$ cat config.mk
export PLATFORM = sky130hd
export DESIGN_NAME = seg7_time_display_flat
export DESIGN_NICKNAME = d
export VERILOG_FILES = /design/src/rtl/timer_disp_pkg.sv /design/src/rtl/seg7_time_display_if.sv /design/src/rtl/bin2bcd_6.sv /design/src/rtl/seg7_time_display.sv /design/src/flat_wrapper.sv
export SDC_FILE = /design/constraint.sdc
export NUM_CORES = 1
export LEC_CHECK = 0
export ABC_AREA = 1
export CORE_ASPECT_RATIO = 1.25
export CORE_MARGIN = 4
export CORE_UTILIZATION = 62
export CTS_BUF_LIST = sky130_fd_sc_hd__clkbuf_4
export DETAILED_ROUTE_END_ITERATION = 7
export GPL_ROUTABILITY_DRIVEN = 0
export PLACE_DENSITY_LB_ADDON = 0.1
export SYNTH_ARGS = -nofsm -noshare
export SYNTH_HDL_FRONTEND = slang
export SYNTH_SLANG_ARGS = --single-unit
$ cat constraint.sdc
create_clock -name clk -period 3.49 [get_ports clk]
set_input_delay 0.5235 -clock clk [delete_from_list [all_inputs] [get_ports clk]]
set_output_delay 0.5235 -clock clk [all_outputs]
set_load 0.02 [all_outputs]
$ cat src/rtl/timer_disp_pkg.sv
// Shared constants for the kitchen-timer 7-segment display: glyphs and digit slot indices.
package timer_disp_pkg;

  // Active-low {g,f,e,d,c,b,a} patterns for decimal digits 0..9.
  localparam logic [6:0] SEG_DIGIT [0:9] = '{
    7'b1000000, 7'b1111001, 7'b0100100, 7'b0110000, 7'b0011001,
    7'b0010010, 7'b0000010, 7'b1111000, 7'b0000000, 7'b0010000
  };
  localparam logic [6:0] SEG_DASH = 7'b0111111;
  localparam logic [6:0] SEG_OFF  = 7'b1111111;

  localparam logic [1:0] DIG_SEC_ONES = 2'd0;
  localparam logic [1:0] DIG_SEC_TENS = 2'd1;
  localparam logic [1:0] DIG_MIN_ONES = 2'd2;
  localparam logic [1:0] DIG_MIN_TENS = 2'd3;

  // Anything that is not a decimal digit renders as a dash.
  function automatic logic [6:0] seg_glyph(input logic [3:0] d);
    if (d > 4'd9) return SEG_DASH;
    return SEG_DIGIT[d];
  endfunction

endpackage

$ cat src/rtl/seg7_time_display_if.sv
// Bundle between the timer core (master) and the display driver (slave).
interface seg7_time_display_if;
  logic [5:0] min_in;
  logic [5:0] sec_in;
  logic       blank;
  logic       blink_en;
  logic       colon_on;
  logic [6:0] seg;
  logic       dp;
  logic [3:0] an;
  logic       range_err;

  modport master (
    output min_in, sec_in, blank, blink_en, colon_on,
    input  seg, dp, an, range_err
  );

  modport slave (
    input  min_in, sec_in, blank, blink_en, colon_on,
    output seg, dp, an, range_err
  );
endinterface

$ cat src/rtl/bin2bcd_6.sv
// Combinational 0..59 binary to two-digit BCD split; flags values above 59.
module bin2bcd_6 (
  input  logic [5:0] bin,
  output logic [2:0] tens,
  output logic [3:0] ones,
  output logic       oor
);

  // Compare chain for the tens digit, remainder for the ones digit.
  always_comb begin
    oor = (bin > 6'd59);
    if (bin >= 6'd50)      tens = 3'd5;
    else if (bin >= 6'd40) tens = 3'd4;
    else if (bin >= 6'd30) tens = 3'd3;
    else if (bin >= 6'd20) tens = 3'd2;
    else if (bin >= 6'd10) tens = 3'd1;
    else                   tens = 3'd0;
    ones = 4'(bin - 6'(tens) * 6'd10);
  end

endmodule

$ cat src/rtl/seg7_time_display.sv
// Four-digit MM.SS multiplexed common-anode display driver with blanking, blink and range flag.
module seg7_time_display
  import timer_disp_pkg::*;
#(
  parameter int unsigned REFRESH_DIV = 100000,
  parameter int unsigned BLINK_DIV   = 25000000,
  parameter bit          LZ_BLANK    = 1'b1
) (
  input  logic               clk,
  input  logic               reset,
  seg7_time_display_if.slave bus
);

  localparam int unsigned RW = $clog2(REFRESH_DIV);
  localparam int unsigned BW = $clog2(BLINK_DIV);

  logic [RW-1:0] refresh_cnt_q;
  logic [1:0]    digit_idx_q;
  logic [BW-1:0] blink_cnt_q;
  logic          blink_phase_q;
  logic [5:0]    snap_min_q, snap_sec_q;
  logic          range_err_q;
  logic [3:0]    an_q;
  logic [6:0]    seg_q;
  logic          dp_q;

  logic          tick;
  logic          force_off;
  logic [2:0]    min_tens, sec_tens;
  logic [3:0]    min_ones, sec_ones;
  logic          min_oor, sec_oor;
  logic [6:0]    digit_seg;

  assign tick      = (refresh_cnt_q == RW'(REFRESH_DIV - 1));
  assign force_off = tick | bus.blank | (bus.blink_en & blink_phase_q);

  bin2bcd_6 u_min_bcd (
    .bin  (snap_min_q),
    .tens (min_tens),
    .ones (min_ones),
    .oor  (min_oor)
  );

  bin2bcd_6 u_sec_bcd (
    .bin  (snap_sec_q),
    .tens (sec_tens),
    .ones (sec_ones),
    .oor  (sec_oor)
  );

  // Scan timing: slot counter and digit index advancing once per slot.
  always_ff @(posedge clk or posedge reset) begin
    if (reset) begin
      refresh_cnt_q <= '0;
      digit_idx_q   <= DIG_SEC_ONES;
    end else if (tick) begin
      refresh_cnt_q <= '0;
      digit_idx_q   <= digit_idx_q + 2'd1;
    end else begin
      refresh_cnt_q <= refresh_cnt_q + RW'(1);
    end
  end

  // Capture inputs only at frame wrap so a frame never mixes two time values.
  always_ff @(posedge clk or posedge reset) begin
    if (reset) begin
      snap_min_q  <= '0;
      snap_sec_q  <= '0;
      range_err_q <= 1'b0;
    end else if (tick && digit_idx_q == DIG_MIN_TENS) begin
      snap_min_q  <= bus.min_in;
      snap_sec_q  <= bus.sec_in;
      range_err_q <= (bus.min_in > 6'd59) || (bus.sec_in > 6'd59);
    end
  end

  // Blink half-period timer; held cleared while disabled so the display lights at once.
  always_ff @(posedge clk or posedge reset) begin
    if (reset) begin
      blink_cnt_q   <= '0;
      blink_phase_q <= 1'b0;
    end else if (!bus.blink_en) begin
      blink_cnt_q   <= '0;
      blink_phase_q <= 1'b0;
    end else if (blink_cnt_q == BW'(BLINK_DIV - 1)) begin
      blink_cnt_q   <= '0;
      blink_phase_q <= ~blink_phase_q;
    end else begin
      blink_cnt_q   <= blink_cnt_q + BW'(1);
    end
  end

  // Segment pattern for the digit currently selected by the scan.
  always_comb begin
    digit_seg = SEG_OFF;
    unique case (digit_idx_q)
      DIG_MIN_TENS: begin
        if (min_oor)                          digit_seg = SEG_DASH;
        else if (LZ_BLANK && min_tens == '0) digit_seg = SEG_OFF;
        else                                  digit_seg = seg_glyph({1'b0, min_tens});
      end
      DIG_MIN_ONES: digit_seg = min_oor ? SEG_DASH : seg_glyph(min_ones);
      DIG_SEC_TENS: digit_seg = sec_oor ? SEG_DASH : seg_glyph({1'b0, sec_tens});
      DIG_SEC_ONES: digit_seg = sec_oor ? SEG_DASH : seg_glyph(sec_ones);
    endcase
  end

  // Registered pin drivers; the tick slot doubles as an all-off guard against ghosting.
  always_ff @(posedge clk or posedge reset) begin
    if (reset) begin
      an_q  <= 4'b1111;
      seg_q <= SEG_OFF;
      dp_q  <= 1'b1;
    end else begin
      an_q  <= force_off ? 4'b1111 : ~(4'b0001 << digit_idx_q);
      seg_q <= digit_seg;
      dp_q  <= ~(bus.colon_on && digit_idx_q == DIG_MIN_ONES);
    end
  end

  assign bus.an        = an_q;
  assign bus.seg       = seg_q;
  assign bus.dp        = dp_q;
  assign bus.range_err = range_err_q;

endmodule
$ cat src/flat_wrapper.sv
// flat-port wrapper written by rule: the top's interface ports become plain ports
module seg7_time_display_flat import timer_disp_pkg::*;
#(
  parameter int unsigned REFRESH_DIV = 100000,
  parameter int unsigned BLINK_DIV   = 25000000,
  parameter bit          LZ_BLANK    = 1'b1
)
  (clk, reset, bus_min_in, bus_sec_in, bus_blank, bus_blink_en, bus_colon_on, bus_seg, bus_dp, bus_an, bus_range_err);
  seg7_time_display_if bus_i ();
  input  logic clk;
  input  logic reset;
  input wire logic [$bits(bus_i.min_in)-1:0] bus_min_in;
  input wire logic [$bits(bus_i.sec_in)-1:0] bus_sec_in;
  input wire logic [$bits(bus_i.blank)-1:0] bus_blank;
  input wire logic [$bits(bus_i.blink_en)-1:0] bus_blink_en;
  input wire logic [$bits(bus_i.colon_on)-1:0] bus_colon_on;
  output wire logic [$bits(bus_i.seg)-1:0] bus_seg;
  output wire logic [$bits(bus_i.dp)-1:0] bus_dp;
  output wire logic [$bits(bus_i.an)-1:0] bus_an;
  output wire logic [$bits(bus_i.range_err)-1:0] bus_range_err;
  assign bus_i.min_in = bus_min_in;
  assign bus_i.sec_in = bus_sec_in;
  assign bus_i.blank = bus_blank;
  assign bus_i.blink_en = bus_blink_en;
  assign bus_i.colon_on = bus_colon_on;
  assign bus_seg = bus_i.seg;
  assign bus_dp = bus_i.dp;
  assign bus_an = bus_i.an;
  assign bus_range_err = bus_i.range_err;
  seg7_time_display #(.REFRESH_DIV(REFRESH_DIV), .BLINK_DIV(BLINK_DIV), .LZ_BLANK(LZ_BLANK)) u_core (.clk(clk), .reset(reset), .bus(bus_i));
endmodule
==> results of run 1 <==
-- power by group --
group | switching [mW] | total (mW) | internal [mW]
logic | 0.0349 | 0.0602 | 0.0253
clock network | 0.305 | 0.524 | 0.220
registers | 0.00490 | 0.822 | 0.817
-- worst max-delay path by stage --
stage                                   end                  from  slack [ps]  cells past startpoint
after floorplan           u_core.bus.seg[0]  u_core.snap_min_q[2]         850                     15
after global placement    u_core.bus.seg[0]  u_core.snap_sec_q[2]         700                     17
after detailed placement  u_core.bus.seg[1]  u_core.snap_sec_q[2]         540                     17
after CTS                 u_core.bus.seg[3]  u_core.snap_sec_q[2]         520                     17
after global routing      u_core.bus.seg[5]  u_core.snap_sec_q[2]          90                     17
final                     u_core.bus.seg[0]  u_core.snap_min_q[3]         470                     15
-- cell type report --
type,count,area (um^2)
clock inverters,7,72.6
clock buffers,9,67.6
flip-flops and latches,70,1770
repair buffers,30,310
well taps,92,115
inverters,90,338
multi-input cells,442,2500
fillers,630,2190
-- logic make-up (layout without fill, tap and decap cells) --
group | after synthesis | in the layout | share of synthesized area
buf+inv | 96 | 136 | 0.0836
simple gates | 327 | 327 | 0.333
flops | 70 | 70 | 0.379
compound gates | 67 | 67 | 0.0836
xor+xnor | 15 | 15 | 0.0282
fa+ha+maj | 33 | 33 | 0.0919
-- registers in the layout (all words and copies together) (netlist names) --
signal and cells:
u_core.bus.seg 7, u_core.bus.dp 1, u_core.bus.an 4, u_core.refresh_cnt_q 17
u_core.snap_min_q 6, u_core.digit_idx_q 2, u_core.snap_sec_q 6, u_core.blink_phase_q 1
u_core.blink_cnt_q 25, u_core.bus.range_err 1
-- layout by cell type, fill, tap and decap left out, drive strengths merged, types with 13 or more instances in the layout --
| cell type | netlist | final |
|---|---|---|
| nand2 | 142 | 142 |
| inv | 88 | 89 |
| nor2 | 84 | 84 |
| dfrtp | 58 | 58 |
| nor3 | 33 | 33 |
| nand3 | 31 | 31 |
| ha | 31 | 31 |
| o21ai | 30 | 30 |
| clkdlybuf4s50 | 0 | 29 |
| a21oi | 26 | 26 |
| nand4 | 16 | 16 |
| xor2 | 13 | 13 |
-- layer usage --
layer,wire [um],track usage,vias to the layer above
li1,-,-,2038
met1,4170,0.276,1867
met2,5160,0.418,93
met3,406,0.0442,24
met4,264,0.102,0
met5,0,0,-
==> reports/results.txt, run 1 <==
LEAKAGE = 2.39 nW
Outcome = completed
DRT Wirelength = 10.0 mm
Die Wd = 85.5 um
Placed cell count = 724
CP startpoint kind = register
Layout cell share with drive strength beyond 1 = 0.114
Number of DRC markers in iteration 0 = 191
Cell area after placement = 0.00503 mm^2
Slew headroom = 0.451
Synth Area per Inst = 7.66 um^2
Setup CP Type = register to register
PwrDens = 272 mW/mm^2
Worst hold slack = 480 ps
YS warnings = 0
Synth cell count leaders = nand2_1 (134), inv_1 (84), nor2_1 (71)
DR pass1 iterations = 4
Vias in the first global route = 3939
Setup Fix Bufs, Post-CTS = 0
CTS Root Cell = clkbuf_4
Post-place setup slack = 538 ps
Final clock skew = 14.8 ps
Min Tclk post-route = 3020 ps
Site Rows = 35
Reg2Reg Setup Slack = 470 ps
Core Box Area = 0.00736 mm^2
RR Startpoint = u_core.snap_min_q[3]
Post-synthesis sequential area ratio = 0.379
Mapped Area = 0.00466 mm^2
Yosys top cell by area = dfrtp_1
Most numerous cell in the Yosys netlist = nand2_1
Final non-filler cell total = 740
Num ports = 30
Gr ovfl total = 0
Yosys top cell area share = 0.312
Total track usage = 0.237
Number of port buffers = 29
Worst path most repeated cell = nand2_1
Buffer and inverter count on the worst path = 2
Max Fclk = 0.332 GHz
Via Count = 4022
Initial antenna violation count = 0
Worst R2R Path Depth = 15
Post-detail-place hpwl = 7.69 mm
Clk buf depth = 2
Number of synthesized flops with an enable pin = 0
Pins Over Slew Limit = 0
Critical-path top delay cell = fa_1
WHS Path Cells = 1
H-Tree Depth = 3
Top FF cell, synth = dfrtp_1
Clock sinks = 70
Starting Density = 0.633
Gate Count Post-Synth = 608
Area growth syn-to-layout = 11.0%
WL/cell = 13.5 um
Worst-margin pin slew = 823 ps
Largest net degree at the start of global routing = 40
Via density per instance = 5.44
Tcrit/Tclk final = 0.864
CTS resizes = 0
Worst Hold Class = register to register
Final setup fails = 0
First-pass GRT wire length = 17.2 mm
Maximum vdd drop = 251 uV
Family with the most delay on the worst path = simple AND/OR/NAND/NOR gates
Die area = 0.00897 mm^2
Worst endpoint data arrival time = 3360 ps
Hold_sp = u_core.refresh_cnt_q[0]
CP max FO = 8
Post-synth ARST share = 1.00
# diodes = 0
Yosys cell types = 43
Antenna-violating nets left = 0
Ranking of synthesized cells by area = dfrtp_1 (31%), nand2_1 (11%), ha_1 (8.3%), dfstp_2 (6.8%), inv_1 (6.8%)
Setup crit end kind = register
Synth Register Bits = 70
DRC errors left = 0
Max stage delay on crit path = 490 ps
Post-CTS Hold Buffers = 0
Final Hold Viols = 0
Clk Latency, worst-skew pair = 410 ps
Die Y = 105 um
Final #Nets = 693
Design Area, Final = 0.00517 mm^2
Hold Path End = u_core.refresh_cnt_q[0]
Fin worst setup slack = 474 ps
Final core occ = 0.703
Post-synth net total = 658
CP cell instances = nor2_1 > o21ai_0 > o21ai_0 > nand2_1 > nand2_1 > ha_1 > inv_1 > fa_1 > inv_1 > o21ai_0 > nand2_1 > nand2_1 > or2_2 > a21oi_1 > a21oi_1
End of the worst register-to-register path = u_core.bus.seg[0]
CTS tree = built
Design Power = 1.41 mW
Setup TNS = 0 ps
Worst endpoint required time = 3830 ps
Total CTS buffers = 9
Number of max-cap violations = 0
RSZ-0062 raised after global routing = no
Clock slew at reported path FFs = 130 ps
Note: power is estimated with default switching activity, not from simulation.
==> inputs of run 2 (changes only) <==
- CORE_UTILIZATION: 62 -> 50
- clock period: 3.49 -> 2.84 ns (I/O delays scaled with it)
==> run 2 against run 1 <==
  * Sequential power grew 23%
  * Hold slack got worse by 230 ps
  * Largest power group unchanged
  * Non-clock buffer count up 21
  * Clock skew increased by 8.1 ps
  * Register-to-register slack got worse by 330 ps
  * Wire length is 4.5% higher
  * Sequential share of layout area fell by 1.9 points
==> reports/results.txt, run 2 (synthesized netlist as in run 1, its figures left out) <==
Design Area, Final = 0.00550 mm^2
First-pass GRT wire length = 17.2 mm
RSZ-0062 raised after global routing = yes
Antenna-violating nets left = 0
Clk Latency, worst-skew pair = 440 ps
LEAKAGE = 2.51 nW
DRT Wirelength = 10.4 mm
Reg2Reg Setup Slack = 150 ps
Layout cell share with drive strength beyond 1 = 0.173
Clock sinks = 70
Largest net degree at the start of global routing = 40
PwrDens = 347 mW/mm^2
Via Count = 4088
Post-place setup slack = -13.7 ps
Die Y = 116 um
Min Tclk post-route = 2690 ps
Die area = 0.0109 mm^2
DR pass1 iterations = 5
Total CTS buffers = 9
Gr ovfl total = 0
Final clock skew = 22.9 ps
Tcrit/Tclk final = 0.949
Number of DRC markers in iteration 0 = 199
CP max FO = 7
Cell area after placement = 0.00511 mm^2
Fill cells = 837
Starting Density = 0.510
Slew headroom = 0.747
Number of max-cap violations = 0
CTS tree = built
Worst Hold Class = primary input to async pin
Outcome = completed
Register bank with the most flops = u_core.blink_cnt_q
Commonest non-fill, non-tap cells in the layout = nand2_1 (130), inv_1 (81), nor2_1 (68)
Number of flip-flops under the largest register name = 25
Worst endpoint data arrival time = 3060 ps
CTS Root Cell = clkbuf_4
Setup CP Type = register to register
Area growth syn-to-layout = 18.1%
RR Startpoint = u_core.snap_sec_q[4]
End of the worst register-to-register path = u_core.bus.seg[4]
Final Hold Viols = 0
Worst-margin pin slew = 380 ps
H-Tree Depth = 3
Post-CTS Hold Buffers = 0
Die Wd = 94.3 um
Final #Nets = 714
Pins Over Slew Limit = 0
DRC errors left = 0
Final setup fails = 0
WL/cell = 13.2 um
Total track usage = 0.201
CP startpoint kind = register
Fin worst setup slack = 145 ps
Clock slew at reported path FFs = 130 ps
Site Rows = 39
Via density per instance = 5.16
Worst hold slack = 254 ps
Core Box Area = 0.00913 mm^2
Vias in the first global route = 3687
Number of port buffers = 29
Maximum vdd drop = 293 uV
Clk buf depth = 2
Most common cell after layout, fill and taps aside = nand2_1
Worst R2R Path Depth = 19
Num ports = 30
Setup crit end kind = register
Initial antenna violation count = 1
Max Fclk = 0.371 GHz
Post-detail-place hpwl = 7.79 mm
Worst endpoint required time = 3200 ps
[run 2: cell count changes in the layout (fill, tap and decap cells not counted), moves of 3 or more]
cell | before | now
o21ai_1 | 0 | 4
a21oi_1 | 26 | 23
nand2_2 | 7 | 10
buf_4 | 0 | 21
nand2_1 | 134 | 130
o21ai_0 | 28 | 24
a21oi_2 | 0 | 3
nor2_1 | 71 | 68
dfrtp_1 | 58 | 54
dfrtp_2 | 0 | 4
nor2_2 | 11 | 14
[run 2: layout make-up]
type | instances | area, um^2 | share of cell area
repair buffers | 51 | 468 | 0.0851
clock buffers | 10 | 75.1 | 0.0137
multi-input cells | 442 | 2580 | 0.469
well taps | 123 | 154 | 0.0280
clock inverters | 6 | 110 | 0.0200
flip-flops and latches | 70 | 1770 | 0.322
diodes | 1 | 2.50 | 0.000455
inverters | 90 | 338 | 0.0615
[run 2: metrics by stage]
| step | utilization | std cells | power, mW | setup TNS [ps] |
|---|---|---|---|---|
| floorplan | - | 608 | 1.06 | 0 |
| global placement | 0.560 | 761 | 1.11 | 0 |
| detailed placement | 0.560 | 761 | 1.11 | -20.5 |
| CTS | 0.581 | 777 | 1.94 | 0 |
| global route | 0.602 | 793 | 1.99 | -397 |
| finish | 0.602 | 793 | 1.91 | 0 |
[run 2: worst max-delay path by stage]
stage                     cells past startpoint            startpoint                end  slack (ps)
after floorplan                              15  u_core.snap_min_q[2]  u_core.bus.seg[0]         200
after global placement                       15  u_core.snap_min_q[3]  u_core.bus.seg[0]         130
after detailed placement                     15  u_core.snap_min_q[3]  u_core.bus.seg[1]         -10
after CTS                                    16  u_core.snap_min_q[3]  u_core.bus.seg[0]          10
after global routing                         18  u_core.snap_min_q[3]  u_core.bus.seg[4]         -90
final                                        19  u_core.snap_sec_q[4]  u_core.bus.seg[4]         150
[run 2: worst max-delay path: stages (launching register included)]
cell and delay, ps:
dfrtp_1 440, nor2_1 160, inv_1 60, nand2_1 90
nand2_1 70, nand2_2 90, a21oi_1 90, inv_1 90
ha_1 140, inv_1 50, fa_2 370, xnor2_2 200
inv_1 80, nand2_2 110, nand2_2 120, buf_4 150
nand2_1 50, nand2_1 50, o21bai_1 140, a21oi_1 80
[run 2: report_power, final]
part           switching (mW)  leakage, nW  internal (mW)  total (mW)
clock                   0.370       0.0942          0.454       0.824
combinational          0.0434         1.57         0.0320      0.0755
sequential            0.00578        0.849           1.00        1.01
total                   0.419         2.51           1.49        1.91
[run 2: what timing repair did]
| action | CTS | global route |
|---|---|---|
| gates resized for setup | 2 | 27 |
| pin swaps | 0 | 10 |
| endpoints found under the setup margin | 2 | 7 |
| setup buffers | 0 | 15 |
[run 2: metal layers]
layer | share of wire | vias to the layer above | GRT usage
li1 | - | 2080 | -
met1 | 0.46 | 1892 | 0.269
met2 | 0.47 | 96 | 0.317
met3 | 0.038 | 20 | 0.0312
met4 | 0.026 | 0 | 0.0973
met5 | 0 | - | 0
==> inputs of run 3 (changes only) <==
- RECOVER_POWER: default -> 100
==> run 3 against run 2 <==
  * Sequential power about the same
  * Critical path depth unchanged
  * Combinational power fell by 8.9%
  * Final area shrank 2.1%
  * Register-to-register slack is essentially flat
  * Utilization fell by 1.3 points
  * Largest cell class unchanged
  * First-iteration DRC count grew 6.5%
  * Die area did not move
  * Clock skew shrank 1.5 ps
  * Critical endpoint unchanged
  * Wire length grew 0.12%
==> reports/results.txt, run 3 (synthesized netlist as in run 1, its figures left out) <==
Outcome = completed
Clock sinks = 70
Most common cell after layout, fill and taps aside = nand2_1
Slew headroom = 0.326
Via Count = 4073
Area growth syn-to-layout = 15.6%
Number of max-cap violations = 0
Initial antenna violation count = 1
Number of flip-flops under the largest register name = 25
Tcrit/Tclk final = 0.948
CTS Root Cell = clkbuf_4
CP cell instances = nor2_1 > inv_1 > nand2_1 > nand2_1 > nand2_2 > a21oi_1 > inv_1 > ha_1 > inv_1 > fa_2 > xnor2_2 > inv_1 > nand2_2 > nand2_2 > buf_4 > nand2_1 > nand2_1 > o21bai_1 > a21oi_1
Clk Latency, worst-skew pair = 440 ps
Die area = 0.0109 mm^2
H-Tree Depth = 3
RSZ-0062 raised after global routing = yes
Max Fclk = 0.372 GHz
Commonest non-fill, non-tap cells in the layout = nand2_1 (134), inv_1 (83), nor2_1 (72)
CP startpoint kind = register
DR pass1 iterations = 4
CP max FO = 7
Number of DRC markers in iteration 0 = 212
Final non-filler cell total = 793
Placed cell count = 761
Via density per instance = 5.14
Worst hold slack = 467 ps
DRC errors left = 0
Worst Hold Class = primary input to async pin
Gr ovfl total = 0
Register bank with the most flops = u_core.blink_cnt_q
Total CTS buffers = 9
DRT Wirelength = 10.5 mm
Maximum vdd drop = 293 uV
Worst endpoint data arrival time = 3050 ps
Design Area, Final = 0.00538 mm^2
Core Box Area = 0.00913 mm^2
Cell area after placement = 0.00511 mm^2
First-pass GRT wire length = 17.2 mm
Num ports = 30
CTS tree = built
LEAKAGE = 2.43 nW
Site Rows = 39
Setup crit end kind = register
Min Tclk post-route = 2690 ps
Pins Over Slew Limit = 0
PwrDens = 353 mW/mm^2
Clock slew at reported path FFs = 130 ps
Die Y = 116 um
Family with the most delay on the worst path = simple AND/OR/NAND/NOR gates
WL/cell = 13.2 um
Worst endpoint required time = 3200 ps
Max stage delay on crit path = 440 ps
Final #Nets = 714
Layout cell share with drive strength beyond 1 = 0.142
Largest net degree at the start of global routing = 40
Clk buf depth = 2
Worst-margin pin slew = 1010 ps
Final Hold Viols = 0
Die Wd = 94.3 um
Final clock skew = 21.4 ps
Total track usage = 0.201
Starting Density = 0.510
Vias in the first global route = 3687
Antenna-violating nets left = 0
Critical-path top delay cell = dfrtp_1
Final setup fails = 0
Number of port buffers = 29
Setup CP Type = register to register
Setup TNS = 0 ps
Buffer and inverter count on the worst path = 5
Post-detail-place hpwl = 7.79 mm
## run 3: through the flow
stage | setup WS (ps) | util | power [mW]
after CTS | 14.3 | 0.581 | 1.94
after global routing | -89.5 | 0.590 | 1.98
final | 149 | 0.590 | 1.90
after detailed placement | -13.7 | 0.560 | 1.11
after global placement | 131 | 0.560 | 1.11
after floorplan | 200 | - | 1.06
## run 3: final cells by class
type,count,area [um^2]
Multi-Input combinational cell,442,2480
Fill cell,855,3740
Timing Repair Buffer,51,445
Inverter,90,338
Antenna cell,1,2.50
Tap cell,123,154
Clock inverter,6,110
Sequential cell,70,1770
Clock buffer,10,75.1
## run 3: path summary, 6_finish.rpt
path                                      endpoint  slack, ps                    start  depth (start not counted)
min reg2reg                u_core.refresh_cnt_q[0]        480  u_core.refresh_cnt_q[0]                          1
min                         u_core.blink_cnt_q[22]        470                    reset                          2
min in group clk                     u_core.bus.dp        480             bus_colon_on                          2
max reg2reg                      u_core.bus.seg[4]        150     u_core.snap_sec_q[4]                         19
max                              u_core.bus.seg[4]        150     u_core.snap_sec_q[4]                         19
max in group asynchronous     u_core.snap_sec_q[3]        940                    reset                          3
## run 3: repair_timing
action | CTS | global route
pin swaps | 0 | 10
endpoints found under the setup margin | 2 | 7
buffers inserted | 0 | 15
hold buffers | 0 | 0
gates resized for setup | 2 | 27
## run 3: power breakdown
group	switching, mW	internal, mW
sequential	0.00577	1.00
combinational	0.0413	0.0276
clock	0.370	0.454
## run 3: routing by layer
layer | track usage | vias to the layer above | routed length (um)
li1 | - | 2079 | -
met1 | 0.269 | 1887 | 4920
met2 | 0.317 | 87 | 4900
met3 | 0.0312 | 20 | 393
met4 | 0.0973 | 0 | 242
met5 | 0 | - | 0
## run 3: worst register-to-register path, cell delays in order (launching register included)
cell      delay, ps
dfrtp_1         440
nor2_1          160
inv_1            60
nand2_1          90
nand2_1          70
nand2_2          90
a21oi_1          90
inv_1            90
ha_1            140
inv_1            50
fa_2            370
xnor2_2         210
inv_1            80
nand2_2         110
nand2_2         120
buf_4           150
nand2_1          50
nand2_1          50
o21bai_1        140
a21oi_1          80
